==> src/rtl/riscv_defines.sv <==
// -----------------------------------------------------------------------------
// riscv_defines
// Shared constants and types for the multi-cycle bitops sequencer.
//   BIT_OP_WIDTH   : width of the bitops operator select
//   BITOP_*        : operator encodings (CNT, FF1, FL1, PAR)
//   BITOPS_DATA_W  : operand / result width
//   BITOPS_ACC_W   : accumulator width (holds 0..32)
//   bitops_state_e : sequencer FSM states
// -----------------------------------------------------------------------------
package riscv_defines;

   localparam int BIT_OP_WIDTH  = 2;
   localparam int BITOPS_DATA_W = 32;
   localparam int BITOPS_ACC_W  = 6;

   localparam logic [BIT_OP_WIDTH-1:0] BITOP_CNT = 2'b00;
   localparam logic [BIT_OP_WIDTH-1:0] BITOP_FF1 = 2'b01;
   localparam logic [BIT_OP_WIDTH-1:0] BITOP_FL1 = 2'b10;
   localparam logic [BIT_OP_WIDTH-1:0] BITOP_PAR = 2'b11;

   typedef enum logic [1:0] {
      BITOPS_IDLE = 2'b00,
      BITOPS_SCAN = 2'b01,
      BITOPS_DONE = 2'b10
   } bitops_state_e;

endpackage

==> src/rtl/riscv_bitops_chunk.sv <==
// -----------------------------------------------------------------------------
// riscv_bitops_chunk
// Purely combinational per-chunk statistics used by the sequencer each cycle.
//   data_i     : CHUNK_W-bit slice of the operand
//   popcnt_o   : number of set bits
//   parity_o   : XOR of all bits
//   nonzero_o  : any bit set
//   lo_idx_o   : index of the lowest set bit (0 when the chunk is zero)
//   hi_idx_o   : index of the highest set bit (0 when the chunk is zero)
// -----------------------------------------------------------------------------
module riscv_bitops_chunk #(
   parameter int CHUNK_W = 8,
   parameter int CNT_W   = $clog2(CHUNK_W + 1),
   parameter int IDX_W   = $clog2(CHUNK_W)
) (
   input  logic [CHUNK_W-1:0] data_i,
   output logic [CNT_W-1:0]   popcnt_o,
   output logic               parity_o,
   output logic               nonzero_o,
   output logic [IDX_W-1:0]   lo_idx_o,
   output logic [IDX_W-1:0]   hi_idx_o
);

   always_comb begin
      popcnt_o = '0;
      for (int i = 0; i < CHUNK_W; i++) begin
         popcnt_o = popcnt_o + CNT_W'(data_i[i]);
      end
   end

   assign parity_o  = ^data_i;
   assign nonzero_o = |data_i;

   // Scan high-to-low so the last hit written is the lowest set bit.
   always_comb begin
      lo_idx_o = '0;
      for (int i = CHUNK_W - 1; i >= 0; i--) begin
         if (data_i[i]) lo_idx_o = IDX_W'(i);
      end
   end

   // Scan low-to-high so the last hit written is the highest set bit.
   always_comb begin
      hi_idx_o = '0;
      for (int i = 0; i < CHUNK_W; i++) begin
         if (data_i[i]) hi_idx_o = IDX_W'(i);
      end
   end

endmodule

==> src/rtl/riscv_bitops_ctrl.sv <==
// -----------------------------------------------------------------------------
// riscv_bitops_ctrl
// Multi-cycle sequencer for the EX-stage bitops unit. Accepts one operation
// in IDLE, scans the 32-bit operand one CHUNK_W-bit chunk per cycle (FF1/FL1
// exit early on the first non-zero chunk), then holds the result in DONE
// until EX/WB takes it.
//   clk, rst_n    : clock, asynchronous active-low reset
//   enable_i      : operation request (sampled in IDLE only)
//   operator_i    : BITOP_* select
//   operand_i     : source operand, captured on accept
//   flush_i       : abort current operation, return to IDLE
//   ex_ready_i    : downstream takes the result this cycle
//   ready_o       : EX may advance (combinational)
//   valid_o       : result_o valid (DONE)
//   result_o      : zero-extended result
//   bitops_en_o   : enable to riscv_bitops, high while scanning
//   bitops_op_o   : latched operator to riscv_bitops
// CHUNK_W must divide 32.
// -----------------------------------------------------------------------------
module riscv_bitops_ctrl
   import riscv_defines::*;
#(
   parameter int CHUNK_W = 8
) (
   input  logic                     clk,
   input  logic                     rst_n,
   input  logic                     enable_i,
   input  logic [BIT_OP_WIDTH-1:0]  operator_i,
   input  logic [BITOPS_DATA_W-1:0] operand_i,
   input  logic                     flush_i,
   input  logic                     ex_ready_i,
   output logic                     ready_o,
   output logic                     valid_o,
   output logic [BITOPS_DATA_W-1:0] result_o,
   output logic                     bitops_en_o,
   output logic [BIT_OP_WIDTH-1:0]  bitops_op_o
);

   localparam int NUM_CHUNKS = BITOPS_DATA_W / CHUNK_W;
   localparam int CIDX_W     = (NUM_CHUNKS > 1) ? $clog2(NUM_CHUNKS) : 1;
   localparam int CNT_W      = $clog2(CHUNK_W + 1);
   localparam int BIDX_W     = $clog2(CHUNK_W);
   localparam logic [CIDX_W-1:0] LAST_CHUNK = CIDX_W'(NUM_CHUNKS - 1);

   bitops_state_e               state_q, state_d;
   logic [BIT_OP_WIDTH-1:0]     op_q, op_d;
   logic [BITOPS_DATA_W-1:0]    operand_q, operand_d;
   logic [BITOPS_ACC_W-1:0]     acc_q, acc_d;
   logic [CIDX_W-1:0]           idx_q, idx_d;

   // Chunk selection
   logic [CHUNK_W-1:0] chunk_arr [NUM_CHUNKS];
   logic [CHUNK_W-1:0] chunk_cur;

   generate
      for (genvar gi = 0; gi < NUM_CHUNKS; gi++) begin : g_chunk
         assign chunk_arr[gi] = operand_q[gi*CHUNK_W +: CHUNK_W];
      end
   endgenerate

   assign chunk_cur = chunk_arr[idx_q];

   logic [CNT_W-1:0]  chunk_cnt;
   logic              chunk_par;
   logic              chunk_nz;
   logic [BIDX_W-1:0] chunk_lo;
   logic [BIDX_W-1:0] chunk_hi;

   riscv_bitops_chunk #(
      .CHUNK_W (CHUNK_W),
      .CNT_W   (CNT_W),
      .IDX_W   (BIDX_W)
   ) u_chunk (
      .data_i    (chunk_cur),
      .popcnt_o  (chunk_cnt),
      .parity_o  (chunk_par),
      .nonzero_o (chunk_nz),
      .lo_idx_o  (chunk_lo),
      .hi_idx_o  (chunk_hi)
   );

   // Absolute bit positions of the lowest/highest set bit in the current chunk
   logic [BITOPS_ACC_W-1:0] chunk_base;
   logic                    is_find;
   logic                    last_chunk;

   assign chunk_base = BITOPS_ACC_W'(idx_q) * BITOPS_ACC_W'(CHUNK_W);
   assign is_find    = (op_q == BITOP_FF1) || (op_q == BITOP_FL1);
   // FL1 walks downward, everything else upward.
   assign last_chunk = (op_q == BITOP_FL1) ? (idx_q == '0) : (idx_q == LAST_CHUNK);

   always_comb begin
      state_d   = state_q;
      op_d      = op_q;
      operand_d = operand_q;
      acc_d     = acc_q;
      idx_d     = idx_q;

      if (flush_i) begin
         state_d = BITOPS_IDLE;
         acc_d   = '0;
         idx_d   = '0;
      end else begin
         unique case (state_q)
            BITOPS_IDLE: begin
               if (enable_i) begin
                  op_d      = operator_i;
                  operand_d = operand_i;
                  acc_d     = '0;
                  idx_d     = (operator_i == BITOP_FL1) ? LAST_CHUNK : '0;
                  state_d   = BITOPS_SCAN;
               end
            end

            BITOPS_SCAN: begin
               unique case (op_q)
                  BITOP_CNT: acc_d = acc_q + BITOPS_ACC_W'(chunk_cnt);
                  BITOP_PAR: acc_d = {acc_q[BITOPS_ACC_W-1:1], acc_q[0] ^ chunk_par};
                  BITOP_FF1: if (chunk_nz) acc_d = chunk_base + BITOPS_ACC_W'(chunk_lo);
                  BITOP_FL1: if (chunk_nz) acc_d = chunk_base + BITOPS_ACC_W'(chunk_hi);
                  default:   acc_d = acc_q;
               endcase

               if (is_find && chunk_nz) begin
                  state_d = BITOPS_DONE;
               end else if (last_chunk) begin
                  state_d = BITOPS_DONE;
                  // No set bit anywhere: find ops report the full width.
                  if (is_find) acc_d = BITOPS_ACC_W'(BITOPS_DATA_W);
               end else begin
                  idx_d = (op_q == BITOP_FL1) ? idx_q - 1'b1 : idx_q + 1'b1;
               end
            end

            BITOPS_DONE: begin
               if (ex_ready_i) state_d = BITOPS_IDLE;
            end

            default: state_d = BITOPS_IDLE;
         endcase
      end
   end

   always_ff @(posedge clk or negedge rst_n) begin
      if (!rst_n) begin
         state_q   <= BITOPS_IDLE;
         op_q      <= '0;
         operand_q <= '0;
         acc_q     <= '0;
         idx_q     <= '0;
      end else begin
         state_q   <= state_d;
         op_q      <= op_d;
         operand_q <= operand_d;
         acc_q     <= acc_d;
         idx_q     <= idx_d;
      end
   end

   assign ready_o     = ((state_q == BITOPS_IDLE) && !enable_i) ||
                        ((state_q == BITOPS_DONE) && ex_ready_i);
   assign valid_o     = (state_q == BITOPS_DONE);
   assign bitops_en_o = (state_q == BITOPS_SCAN);
   assign bitops_op_o = op_q;
   assign result_o    = {{(BITOPS_DATA_W-BITOPS_ACC_W){1'b0}}, acc_q};

endmodule

==> config.mk <==
export PLATFORM = sky130hd
export DESIGN_NAME = riscv_bitops_ctrl
export DESIGN_NICKNAME = d
export VERILOG_FILES = /design/src/rtl/riscv_defines.sv /design/src/rtl/riscv_bitops_chunk.sv /design/src/rtl/riscv_bitops_ctrl.sv
export SDC_FILE = /design/constraint.sdc
export NUM_CORES = 1
export LEC_CHECK = 0
export CORE_ASPECT_RATIO = 0.75
export CORE_MARGIN = 1
export CORE_UTILIZATION = 58
export CTS_CLUSTER_SIZE = 14
export DETAILED_ROUTE_END_ITERATION = 16
export DONT_BUFFER_PORTS = 1
export GPL_TIMING_DRIVEN = 0
export PLACE_DENSITY = 0.84
export RECOVER_POWER = 50
export SLEW_MARGIN = 20
export SYNTH_ARGS = -nofsm -noshare
export SYNTH_HDL_FRONTEND = slang
export SYNTH_SLANG_ARGS = --single-unit
==> constraint.sdc <==
create_clock -name clk -period 4.9 [get_ports clk]
set_input_delay 1.225 -clock clk [delete_from_list [all_inputs] [get_ports clk]]
set_output_delay 1.225 -clock clk [all_outputs]
set_load 0.02 [all_outputs]
==> results.tsv <==
metric	value	unit
worst_pin_slew	0.699	ns
drive_gt1_share	29.5	%
clock_latency	0.30	ns
ys.warnings.count	0	
cp-end-kind	flip-flop	
pre_cts_slack	-0.264	ns
cpPeakStageDelay	0.55	ns
drtIter0Drc	120	
track_usage	25.2	%
path_cells	buf_12 > mux4_2 > inv_1 > ha_1 > inv_1 > fa_1 > fa_1 > inv_1 > fa_2 > inv_2 > fa_1 > fa_2 > nor2b_2 > o21ai_1 > and3_1 > o311ai_2 > o21ai_1	
synth-edff-count	0	
grt_pass1_vias	2080	
cts.sinks	44	
viasPerCell	5.64	
netlist_top_cells_area	dfrtp_1, mux2_2, ha_1, buf_4, mux4_2	
status	finished clean	
syn_avg_cell_area	11.1	µm²
hold_viol_final	0	
grt-ovfl-total	0	
arrival	4.94	ns
antenna_cells	0	
synthCells	271	
row_count	22	
pin_count	76	
gp_congestion	0.923	
cp_max_fo	5	
h-tree-depth	2	
use_met3	6.46	%
synth_area	3010	µm²
wl	6410	µm
post-dp-hpwl	4690	µm
start_util	61.0	%
die_h	64.4	µm
maxCapViolCount	0	
wl_per_cell	17.4	µm
finalMaxSlewViolations	0	
dieArea	5480	µm²
worst_setup_path_start_kind	flip-flop	
die_w	85.1	µm
fin_crit	4.75	ns
critPathKind	flip-flop to flip-flop	
grt_max_degree	45	
cts-buffers-inserted	5	
antenna_found_initial	0	
setup_violations	0	
grt_util_met2	39.4	%
use_met1	35.1	%
fmax	0.210	GHz
cpMaxStageDelayCell	fa_1	
pwr_density_cell	811	nW/µm²
dp_cells	356	
portBuffers	0	
synth-seq-cells	44	
coreArea	4930	µm²
ctsHoldBuffers	0	
clk_pin_slew_worst_paths	0.09	ns
ctsLongestPathBuffers	2	
yosys.cell_types.count	52	
final-instance-count-excl-fill	368	
synth_top_area_share	36.6	%
critPathRequiredTime	5.08	ns
setup_slack	0.148	ns
irDropWorstVdd	0.389	mV
synth_top_cell_by_area	dfrtp_1	
p_leak	1.57	nW
root_buffer	clkbuf_8	
fin_crit_sh	97.0	%
area_growth	11.2	%
dr_total_vias	2077	
drc_errors	0	
maxSlewHeadroom	53.3	%
yosysSeqAreaShare	36.6	%
first_pass_iters	4	
ys.flop_type	dfrtp_1	
final_nets	369	
grt_pass1_wl	10500	µm
cts_tree	yes	
ant_nets	0	
busiest_layer	met2	
ys_async_sr_fraction	100	%
fin_skew	0.0122	ns
fin_tns_setup	0	ns
hold_path_class	flip-flop to flip-flop	
## synthesized netlist by cell type, types with 3 or more instances
library cell / number
a21oi_1: 11
mux4_2: 7
o21ai_0: 11
dfrtp_1: 44
xnor2_1: 3
nor3b_1: 4
fa_1: 5
inv_1: 26
buf_2: 5
ha_1: 18
mux2_2: 30
nor2_1: 14
buf_4: 26
o21bai_1: 5
nor2b_1: 7
nand2b_1: 3
## flip-flops by register name (all words and copies together), names as in the netlist
signal       cells
operand_q       32
bitops_op_o      2
idx_q            2
state_q          2
acc_q            6
## layer usage
layer	routed length [µm]	share of wire [%]	vias up
li1	-	-	976
met1	2850	44	1005
met2	2970	46	87
met3	509	7.9	9
met4	82	1.3	0
met5	0	0	-
## through the flow
step	power [mW]	utilization, %	hold slack, ns	cell area, µm²
global route	2.97	67.9	0.531	3340
CTS	2.64	67.4	0.492	3320
finish	2.71	67.9	0.505	3340
detailed placement	2.31	64.4	0.472	3180
global placement	2.21	64.4	0.467	3180
floorplan	1.93	-	0.449	3100
## cell type report
class                   instances  area [µm²]
multi-input cells             190        1660
fillers                       382        1580
flip-flops and latches         44        1100
plain buffers                  35         254
inverters                      26        97.6
well taps                      60        75.1
clock buffers                   5        68.8
clock inverters                 3        46.3
repair buffers                  5        37.5
## cells by family after synthesis
family          after synthesis  share of synthesized area (%)
simple gates                 41                           8.20
xor+xnor                      6                           2.21
mux                          41                           18.4
compound gates               53                           11.9
fa+ha+maj                    23                           10.8
buf+inv                      62                           11.7
other cells                   1                          0.125
flops                        44                           36.6
## placed cells by master, fill, tap and decap left out, types with 3 or more instances in the layout
cell type / Yosys / layout
a21oi_1: 11 / 11
buf_2: 5 / 4
buf_4: 26 / 32
clkbuf_8: 0 / 5
conb_1: 1 / 26
dfrtp_1: 44 / 43
fa_1: 5 / 3
ha_1: 18 / 18
inv_1: 26 / 25
mux2_2: 30 / 30
mux4_2: 7 / 7
nand2b_1: 3 / 3
nor2_1: 14 / 14
nor2b_1: 7 / 6
nor3b_1: 4 / 4
o21ai_0: 11 / 8
o21ai_1: 2 / 5
o21bai_1: 5 / 5
xnor2_1: 3 / 3
## critical path: cells and delay by family (launching register included)
kind | cells | cell delay, ns
fa+ha+maj | 6 | 2.47
mux | 1 | 0.53
compound gates | 3 | 0.48
buf+inv | 5 | 0.44
flops | 1 | 0.39
simple gates | 2 | 0.34
## report_power, final
group	internal, mW	switching, mW
clock	0.154	0.131
sequential	0.490	0.106
combinational	0.852	0.980
total	1.50	1.22
## what timing repair did
| action | CTS | global route |
|---|---|---|
| gates resized for setup | 4 | 9 |
| setup buffers | 4 | 1 |
| pin swaps | 0 | 3 |
| setup endpoints to repair | 3 | 3 |
## worst paths after layout
check                                    from  cells after the start       endpoint  slack, ns
worst max-delay path                 idx_q[0]                     17       acc_q[4]       0.15
worst min-delay path            operand_q[15]                      1  operand_q[15]       0.51
worst max register to register       idx_q[0]                     17       acc_q[4]       0.15
worst min register to register  operand_q[15]                      1  operand_q[15]       0.51
max in group asynchronous               rst_n                      0       idx_q[1]       4.20
min in group asynchronous               rst_n                      0     state_q[0]       0.60
Note: power is estimated with default switching activity, not from simulation.
